**src/rtl/hex_display_arbiter.sv**
```systemverilog
// Round-robin owner of the 4-digit hex display with a minimum dwell per owner.
// Optional HEX_ARB_LOCK_EN adds a per-requester lock input that extends the dwell.
module hex_display_arbiter #(
  parameter  int unsigned NUM_REQ      = 4,
  parameter  int unsigned DWELL_CYCLES = 50000000,
  localparam int unsigned IDX_W        = $clog2(NUM_REQ)
) (
  input  logic                     clk,
  input  logic                     reset,
  input  logic [NUM_REQ-1:0]       req,
  input  logic [NUM_REQ-1:0][15:0] value,
`ifdef HEX_ARB_LOCK_EN
  input  logic [NUM_REQ-1:0]       lock,
`endif
  output logic [NUM_REQ-1:0]       grant,
  output logic [IDX_W-1:0]         owner,
  output logic [3:0][3:0]          digits,
  output logic                     active
);

  localparam int unsigned CNT_W = $clog2(DWELL_CYCLES);
  localparam int unsigned SUM_W = IDX_W + 1;
  localparam logic [CNT_W-1:0] CNT_MAX = CNT_W'(DWELL_CYCLES - 1);

  typedef enum logic {
    IDLE,
    SHOW
  } state_t;

  state_t               state_q, state_d;
  logic [CNT_W-1:0]     cnt_q, cnt_d;
  logic [IDX_W-1:0]     rr_q, rr_d;
  logic [NUM_REQ-1:0]   grant_d;
  logic [IDX_W-1:0]     owner_d;
  logic [3:0][3:0]      digits_d;
  logic                 active_d;

  logic                 pick_found;
  logic [IDX_W-1:0]     pick_idx;
  logic [SUM_W-1:0]     scan_sum;
  logic [IDX_W-1:0]     scan_idx;
  logic                 others;
  logic                 hold;
  logic                 take;

  function automatic logic [IDX_W-1:0] next_idx(input logic [IDX_W-1:0] i);
    return (i == IDX_W'(NUM_REQ - 1)) ? '0 : i + 1'b1;
  endfunction

  // First requesting index found scanning upward from the round-robin pointer
  always_comb begin
    pick_found = 1'b0;
    pick_idx   = '0;
    scan_sum   = '0;
    scan_idx   = '0;
    for (int unsigned i = 0; i < NUM_REQ; i++) begin
      scan_sum = {1'b0, rr_q} + SUM_W'(i);
      if (scan_sum >= SUM_W'(NUM_REQ)) begin
        scan_sum = scan_sum - SUM_W'(NUM_REQ);
      end
      scan_idx = scan_sum[IDX_W-1:0];
      if (!pick_found && req[scan_idx]) begin
        pick_found = 1'b1;
        pick_idx   = scan_idx;
      end
    end
  end

  assign others = |(req & ~grant);

`ifdef HEX_ARB_LOCK_EN
  assign hold = lock[owner];
`else
  assign hold = 1'b0;
`endif

  // Next-state and next-output logic
  always_comb begin
    state_d  = state_q;
    cnt_d    = cnt_q;
    rr_d     = rr_q;
    grant_d  = grant;
    owner_d  = owner;
    digits_d = digits;
    active_d = active;
    take     = 1'b0;

    case (state_q)
      IDLE: begin
        take = pick_found;
      end
      SHOW: begin
        digits_d = value[owner];
        if (!req[owner]) begin
          if (pick_found) begin
            take = 1'b1;
          end else begin
            state_d  = IDLE;
            cnt_d    = '0;
            grant_d  = '0;
            owner_d  = '0;
            digits_d = '0;
            active_d = 1'b0;
          end
        end else if ((cnt_q == CNT_MAX) && others && !hold) begin
          take = 1'b1;
        end else if (cnt_q != CNT_MAX) begin
          cnt_d = cnt_q + 1'b1;
        end
      end
      default: begin
        state_d = IDLE;
      end
    endcase

    // New owner: grant, owner and digits all update on the same edge
    if (take) begin
      state_d           = SHOW;
      cnt_d             = '0;
      rr_d              = next_idx(pick_idx);
      grant_d           = '0;
      grant_d[pick_idx] = 1'b1;
      owner_d           = pick_idx;
      digits_d          = value[pick_idx];
      active_d          = 1'b1;
    end
  end

  always_ff @(posedge clk or negedge reset) begin
    if (!reset) begin
      state_q <= IDLE;
      cnt_q   <= '0;
      rr_q    <= '0;
      grant   <= '0;
      owner   <= '0;
      digits  <= '0;
      active  <= 1'b0;
    end else begin
      state_q <= state_d;
      cnt_q   <= cnt_d;
      rr_q    <= rr_d;
      grant   <= grant_d;
      owner   <= owner_d;
      digits  <= digits_d;
      active  <= active_d;
    end
  end

endmodule

```
**config.mk**
```make
export PLATFORM = sky130hd
export DESIGN_NAME = hex_display_arbiter
export DESIGN_NICKNAME = d
export VERILOG_FILES = /design/src/rtl/hex_display_arbiter.sv
export SDC_FILE = /design/constraint.sdc
export NUM_CORES = 1
export LEC_CHECK = 0
export BUFFER_PORTS_ARGS = -buffer_cell sky130_fd_sc_hd__buf_2
export CAP_MARGIN = 40
export CORE_ASPECT_RATIO = 1.75
export CORE_MARGIN = 3
export CORE_UTILIZATION = 45
export DETAILED_ROUTE_END_ITERATION = 7
export GPL_TIMING_DRIVEN = 0
export PLACE_DENSITY = 0.69
export SYNTH_ARGS = -nofsm -noshare
export SYNTH_HDL_FRONTEND = slang
export SYNTH_SLANG_ARGS = --single-unit
```
**constraint.sdc**
```tcl
create_clock -name clk -period 6.35 [get_ports clk]
set_input_delay 0.635 -clock clk [delete_from_list [all_inputs] [get_ports clk]]
set_output_delay 0.635 -clock clk [all_outputs]
set_load 0.01 [all_outputs]
```
==> results of run 1 <==
==> final timing paths <==
| path | startpoint | endpoint | slack, ns |
|---|---|---|---|
| min in group clk | cnt_q[24] | cnt_q[24] | 0.50 |
| max in group asynchronous | reset | cnt_q[16] | 5.50 |
| worst max register to register | cnt_q[0] | digits[5] | 3.94 |
| worst min register to register | cnt_q[24] | cnt_q[24] | 0.50 |
| worst min-delay path | reset | cnt_q[4] | 0.30 |
| worst max-delay path | cnt_q[0] | digits[5] | 3.94 |
==> synth_stat cells (all sizes together) (2+ instances only) <==
cell    instances
nor3            5
inv             6
or2             2
nor4b           2
and4            7
a21oi          24
clkbuf          5
xor2           12
and3            3
nand4          12
o21ai          18
ha              5
mux2i          34
nand2          24
xnor2           6
buf            17
a22o            5
nand3           7
mux4           17
nor2           32
and2            5
nor2b           4
mux2           17
dfrtp          52
a31oi           3
nor4            2
nor3b          18
or3             2
==> cell families after synthesis <==
group	synth area share, %
XOR/XNOR	4.280
adder cells (fa/ha/maj)	1.698
multiplexers	24.83
buffers and inverters	4.585
AND/OR/NAND/NOR	20.07
AO/OA/AOI/OAI	9.206
flip-flops	35.33
==> worst max-delay path, cell delays in order, from the launching register on <==
cell and delay (ns):
dfrtp_1 0.42, ha_1 0.25, and2_1 0.22, nand4_1 0.14
or3_4 0.42, nand2_1 0.18, nand2_1 0.23, buf_2 0.28
o21ai_1 0.17
==> routing by layer <==
metal	vias up	track usage [%]	routed length, um
li1	1514	-	-
met1	1556	23.90	3476
met2	100	40.49	5444
met3	20	3.674	456
met4	0	7.547	225
met5	-	0	0
==> sequential cells by signal, summed over array words and instances, names as in the netlist <==
register  cells
active        1
digits       16
owner         2
state_q       1
cnt_q        26
grant         4
rr_q          2
==> cell type report <==
| cell class | count | area [um2] | share of cell area, % |
|---|---|---|---|
| Timing Repair Buffer | 93 | 480.5 | 10.92 |
| Buffer | 22 | 146.4 | 3.326 |
| Clock buffer | 5 | 125.1 | 2.843 |
| Sequential cell | 52 | 1301 | 29.56 |
| Multi-Input combinational cell | 276 | 2213 | 50.28 |
| Inverter | 6 | 22.52 | 0.5117 |
| Tap cell | 90 | 112.6 | 2.558 |
==> metrics by stage <==
step	instances	worst slack, ns	hold slack [ns]	cell area (um2)	power, mW
after floorplan	356	4.232	0.3394	3684	1.077
after global placement	538	3.718	0.4576	4257	1.307
after detailed placement	539	3.685	0.4900	4277	1.325
after CTS	544	3.941	0.3115	4402	1.583
after global routing	544	3.751	0.3325	4402	1.667
final	544	3.944	0.2980	4402	1.568
==> where the power goes <==
part / leakage, nW / internal, mW / switching [mW]
Clock: 0.0616 / 0.140 / 0.115
Combinational: 1.23 / 0.412 / 0.431
Sequential: 0.673 / 0.417 / 0.0529
==> results.json, run 1 <==
{
  "die_w_um": 74.39,
  "outcome": "complete, no violations",
  "slew_headroom_pct": 44.51,
  "final_common_cell": "buf_2",
  "remaining_drc_errors": 0,
  "synthTopCellsByArea": "dfrtp_1 (35%), mux4_2 (10%), mux2i_1 (9.2%)",
  "cts_root_buf": "clkbuf_16",
  "finalSetupViolCount": 0,
  "ys_seq_elements": 52,
  "yosysTopAreaCell": "dfrtp_1",
  "cts_resized": 0,
  "yosys.area.top_type_share_pct": 35.33,
  "cts-buffers-inserted": 5,
  "synthCells": 356,
  "ys_types": 52,
  "hpwl_um": 7572,
  "final_max_slew_viol_count": 0,
  "portBuffers": 92,
  "seq_area_frac_synth_pct": 35.33,
  "drive_gt1_share_pct": 34.80,
  "drt.antenna.violating_nets": 0,
  "rows": 43,
  "clock_sinks": 52,
  "power.leakage_nw": 1.960,
  "finalHoldViolCount": 0,
  "maxCapViolations": 0,
  "via_per_inst": 5.864,
  "setup-tns-final_ns": 0,
  "timing.fmax_mhz": 415.6,
  "ff2ff_path_depth": 8,
  "ys_warn_count": 0,
  "fin_nets": 531,
  "grt_pass1_wl_um": 16130,
  "synth-async-reset-ratio_pct": 100.0,
  "skew_ns": 0.001828,
  "wl_per_cell_um": 17.65,
  "nFillCells": 747,
  "drt-total-wl_um": 9602,
  "hp-class": "input pin to asynchronous set/reset pin",
  "timing.final.crit_period_ns": 2.406,
  "dr.pass1.iters": 4,
  "drtIter0Drc": 147,
  "cts_hold_buf": 0,
  "syn_to_final_growth_pct": 19.50,
  "worstSetupPathType": "register to register",
  "num_vias": 3190,
  "powerDensity_mw_per_mm2": 356.1,
  "start_util_pct": 46.26,
  "io_pins": 93,
  "final_cell_mix": "buf_2 (97), dfrtp_1 (52), mux2i_1 (34), nor2_1 (29), nand2_1 (24)",
  "grt_pass1_vias": 3380,
  "synthFlopType": "dfrtp_1",
  "peakVddDrop_mv": 0.2405,
  "die-height_um": 125.7,
  "arrival_ns": 2.62,
  "post_cts_buffers": 0,
  "worst_pin_slew_ns": 0.8324,
  "syn_area_mm2": 0.003684,
  "start_kind": "register",
  "gr-total-overflow": 0,
  "postLayoutCoreUtil_pct": 55.28,
  "syn_nets": 431,
  "cp-end-kind": "register",
  "synth_edf_count": 0,
  "h-tree-depth": 2,
  "core-area_mm2": 0.007963,
  "avgSynthCellArea_um2": 10.35,
  "critPathRequiredTime_ns": 6.56,
  "clk_pin_slew_worst_paths_ns": 0.06,
  "gp_congestion": 0.8008,
  "clockBufferDepth": 2,
  "cts_tree": "yes",
  "antennaDiodeCount": 0,
  "clk_latency_ns": 0.29,
  "antenna_found_initial": 0,
  "die_area_mm2": 0.009350,
  "grt_max_degree": 34,
  "period_share_pct": 37.90,
  "cp_max_fo": 10,
  "grt_use_total_pct": 21.81,
  "rsz0062_at_grt": "no"
}
(Power assumes the default switching activity.)
==> inputs of run 2 (changes only) <==
clock period = 2.4 ns   (was 6.35 ns; I/O delays follow)
==> run 2 against run 1 <==
  * Global-route usage is the same
  * Worst hold slack gained 0.10 ns
  * Register-to-register slack lost 3.8 ns
  * Worst setup slack lost 3.8 ns
  * Clock power rose to 2.6 times the previous value
  * Final area rose by 0.48%
  * Sequential cell count unchanged
  * Non-clock buffer count is 1 higher
  * Critical path type unchanged
==> results.json, run 2 (synthesis results as in run 1) <==
{
  "die_w_um": 74.39,
  "skew_ns": 0.002870,
  "powerDensity_mw_per_mm2": 939.6,
  "drt-total-wl_um": 9583,
  "antennaDiodeCount": 0,
  "timing.fmax_mhz": 447.9,
  "cp_max_fo": 10,
  "arrival_ns": 2.41,
  "start_kind": "register",
  "drive_gt1_share_pct": 35.60,
  "clock_sinks": 52,
  "wl_met1_um": 3475,
  "gr-total-overflow": 0,
  "drt.antenna.violating_nets": 0,
  "final_cells": 545,
  "grt_max_degree": 34,
  "peakVddDrop_mv": 0.6376,
  "final_cell_mix": "buf_2 (96), dfrtp_1 (51), mux2i_1 (34), nor2_1 (29), a21oi_1 (23)",
  "period_share_pct": 93.04,
  "post_cts_buffers": 0,
  "remaining_drc_errors": 0,
  "worstSetupPathType": "register to register",
  "final_max_slew_viol_count": 0,
  "pre_cts_slack_ns": 0.007638,
  "slowest_delay_ns": 0.43,
  "slowest_stage": "or3_4",
  "maxCapViolations": 0,
  "die-height_um": 125.7,
  "power.leakage_nw": 1.962,
  "via_per_inst": 5.853,
  "fin_area_mm2": 0.004423,
  "cts-buffers-inserted": 5,
  "start_util_pct": 46.26,
  "fin_ws_ns": 0.1671,
  "place_inst": 539,
  "portBuffers": 92,
  "top_register": "cnt_q",
  "dr.pass1.iters": 5,
  "cp-end-kind": "register",
  "setup-tns-final_ns": 0,
  "wl_per_cell_um": 17.58,
  "fin_nets": 532,
  "hp-class": "input pin to register",
  "reg_top3": "cnt_q x26, digits x16, grant x4",
  "clk_latency_ns": 0.29,
  "clockBufferDepth": 2,
  "cp_num_buf_inv": 2,
  "core-area_mm2": 0.007963,
  "path_delay_family": "simple AND/OR/NAND/NOR gates",
  "largest_register_ffs": 26,
  "slew_headroom_pct": 45.05,
  "hpwl_um": 7572,
  "num_vias": 3190,
  "syn_to_final_growth_pct": 20.07,
  "critPathRequiredTime_ns": 2.58,
  "outcome": "complete, no violations",
  "path_cells": "ha_2 > and2_1 > nand4_1 > or3_4 > and2_4 > buf_6 > nor2_8 > buf_8 > nor2_1",
  "io_pins": 93,
  "placed_area_mm2": 0.004277,
  "worst_pin_slew_ns": 0.8243,
  "grt_pass1_vias": 3380,
  "finalSetupViolCount": 0,
  "finalHoldViolCount": 0,
  "grt_use_total_pct": 21.81,
  "timing.final.crit_period_ns": 2.233,
  "rsz0062_at_grt": "no",
  "nFillCells": 742,
  "antenna_found_initial": 0,
  "wl_met2_um": 5488,
  "gp_congestion": 0.8008,
  "grt_pass1_wl_um": 16130,
  "clk_pin_slew_worst_paths_ns": 0.06,
  "wl_met3_um": 414,
  "cts_tree": "yes",
  "drtIter0Drc": 133,
  "reg2reg_setup_slack_ns": 0.17,
  "total_power_mw": 4.156,
  "cts_root_buf": "clkbuf_16",
  "top_layer_used": "met4",
  "die_area_mm2": 0.009350,
  "rows": 43,
  "h-tree-depth": 2,
  "final_common_cell": "buf_2"
}
run 2: layout make-up:
cell class	count	area [um2]	share of cell area, %
Inverter	6	22.52	0.5092
Multi-Input combinational cell	276	2221	50.21
Clock buffer	5	125.1	2.829
Tap cell	90	112.6	2.546
Buffer	22	148.9	3.366
Timing Repair Buffer	94	490.5	11.09
Sequential cell	52	1303	29.45
run 2: final timing paths:
kind	startpoint	endpoint	depth (start not counted)
worst min-delay path	value[4]	digits[4]	4
worst min register to register	cnt_q[24]	cnt_q[24]	1
max in group asynchronous	reset	cnt_q[16]	3
worst max-delay path	cnt_q[1]	cnt_q[22]	9
worst max register to register	cnt_q[1]	cnt_q[22]	9
min in group asynchronous	reset	cnt_q[5]	2
run 2: timing repair:
action,in CTS,in global routing
pin swaps,0,0
endpoints found under the setup margin,1,23
hold endpoints to repair,19,0
hold buffers,1,0
resized for setup,1,4
run 2: through the flow:
| step | utilization, % | hold slack, ns |
|---|---|---|
| 2_1_floorplan | - | -0.05559 |
| 3_3_place_gp | 53.46 | 0.4576 |
| 3_5_place_dp | 53.71 | 0.2276 |
| 4_1_cts | 55.44 | 0.3937 |
| 5_1_grt | 55.55 | 0.4149 |
| 6_report | 55.55 | 0.3993 |
run 2: worst reg2reg max path: stages (launching register included):
cell     delay, ns
dfrtp_1       0.40
ha_2          0.24
and2_1        0.20
nand4_1       0.14
or3_4         0.43
and2_4        0.17
buf_6         0.13
nor2_8        0.20
buf_8         0.16
nor2_1        0.05
run 2: routing by layer:
| metal | GRT usage [%] | vias up |
|---|---|---|
| met5 | 0 | - |
| met1 | 23.95 | 1560 |
| met3 | 3.594 | 16 |
| met4 | 7.547 | 0 |
| li1 | - | 1515 |
| met2 | 40.49 | 99 |
run 2: report_power, final:
| group | internal, mW | switching, mW |
|---|---|---|
| sequential | 1.11 | 0.140 |
| combinational | 1.10 | 1.14 |
| clock | 0.370 | 0.301 |
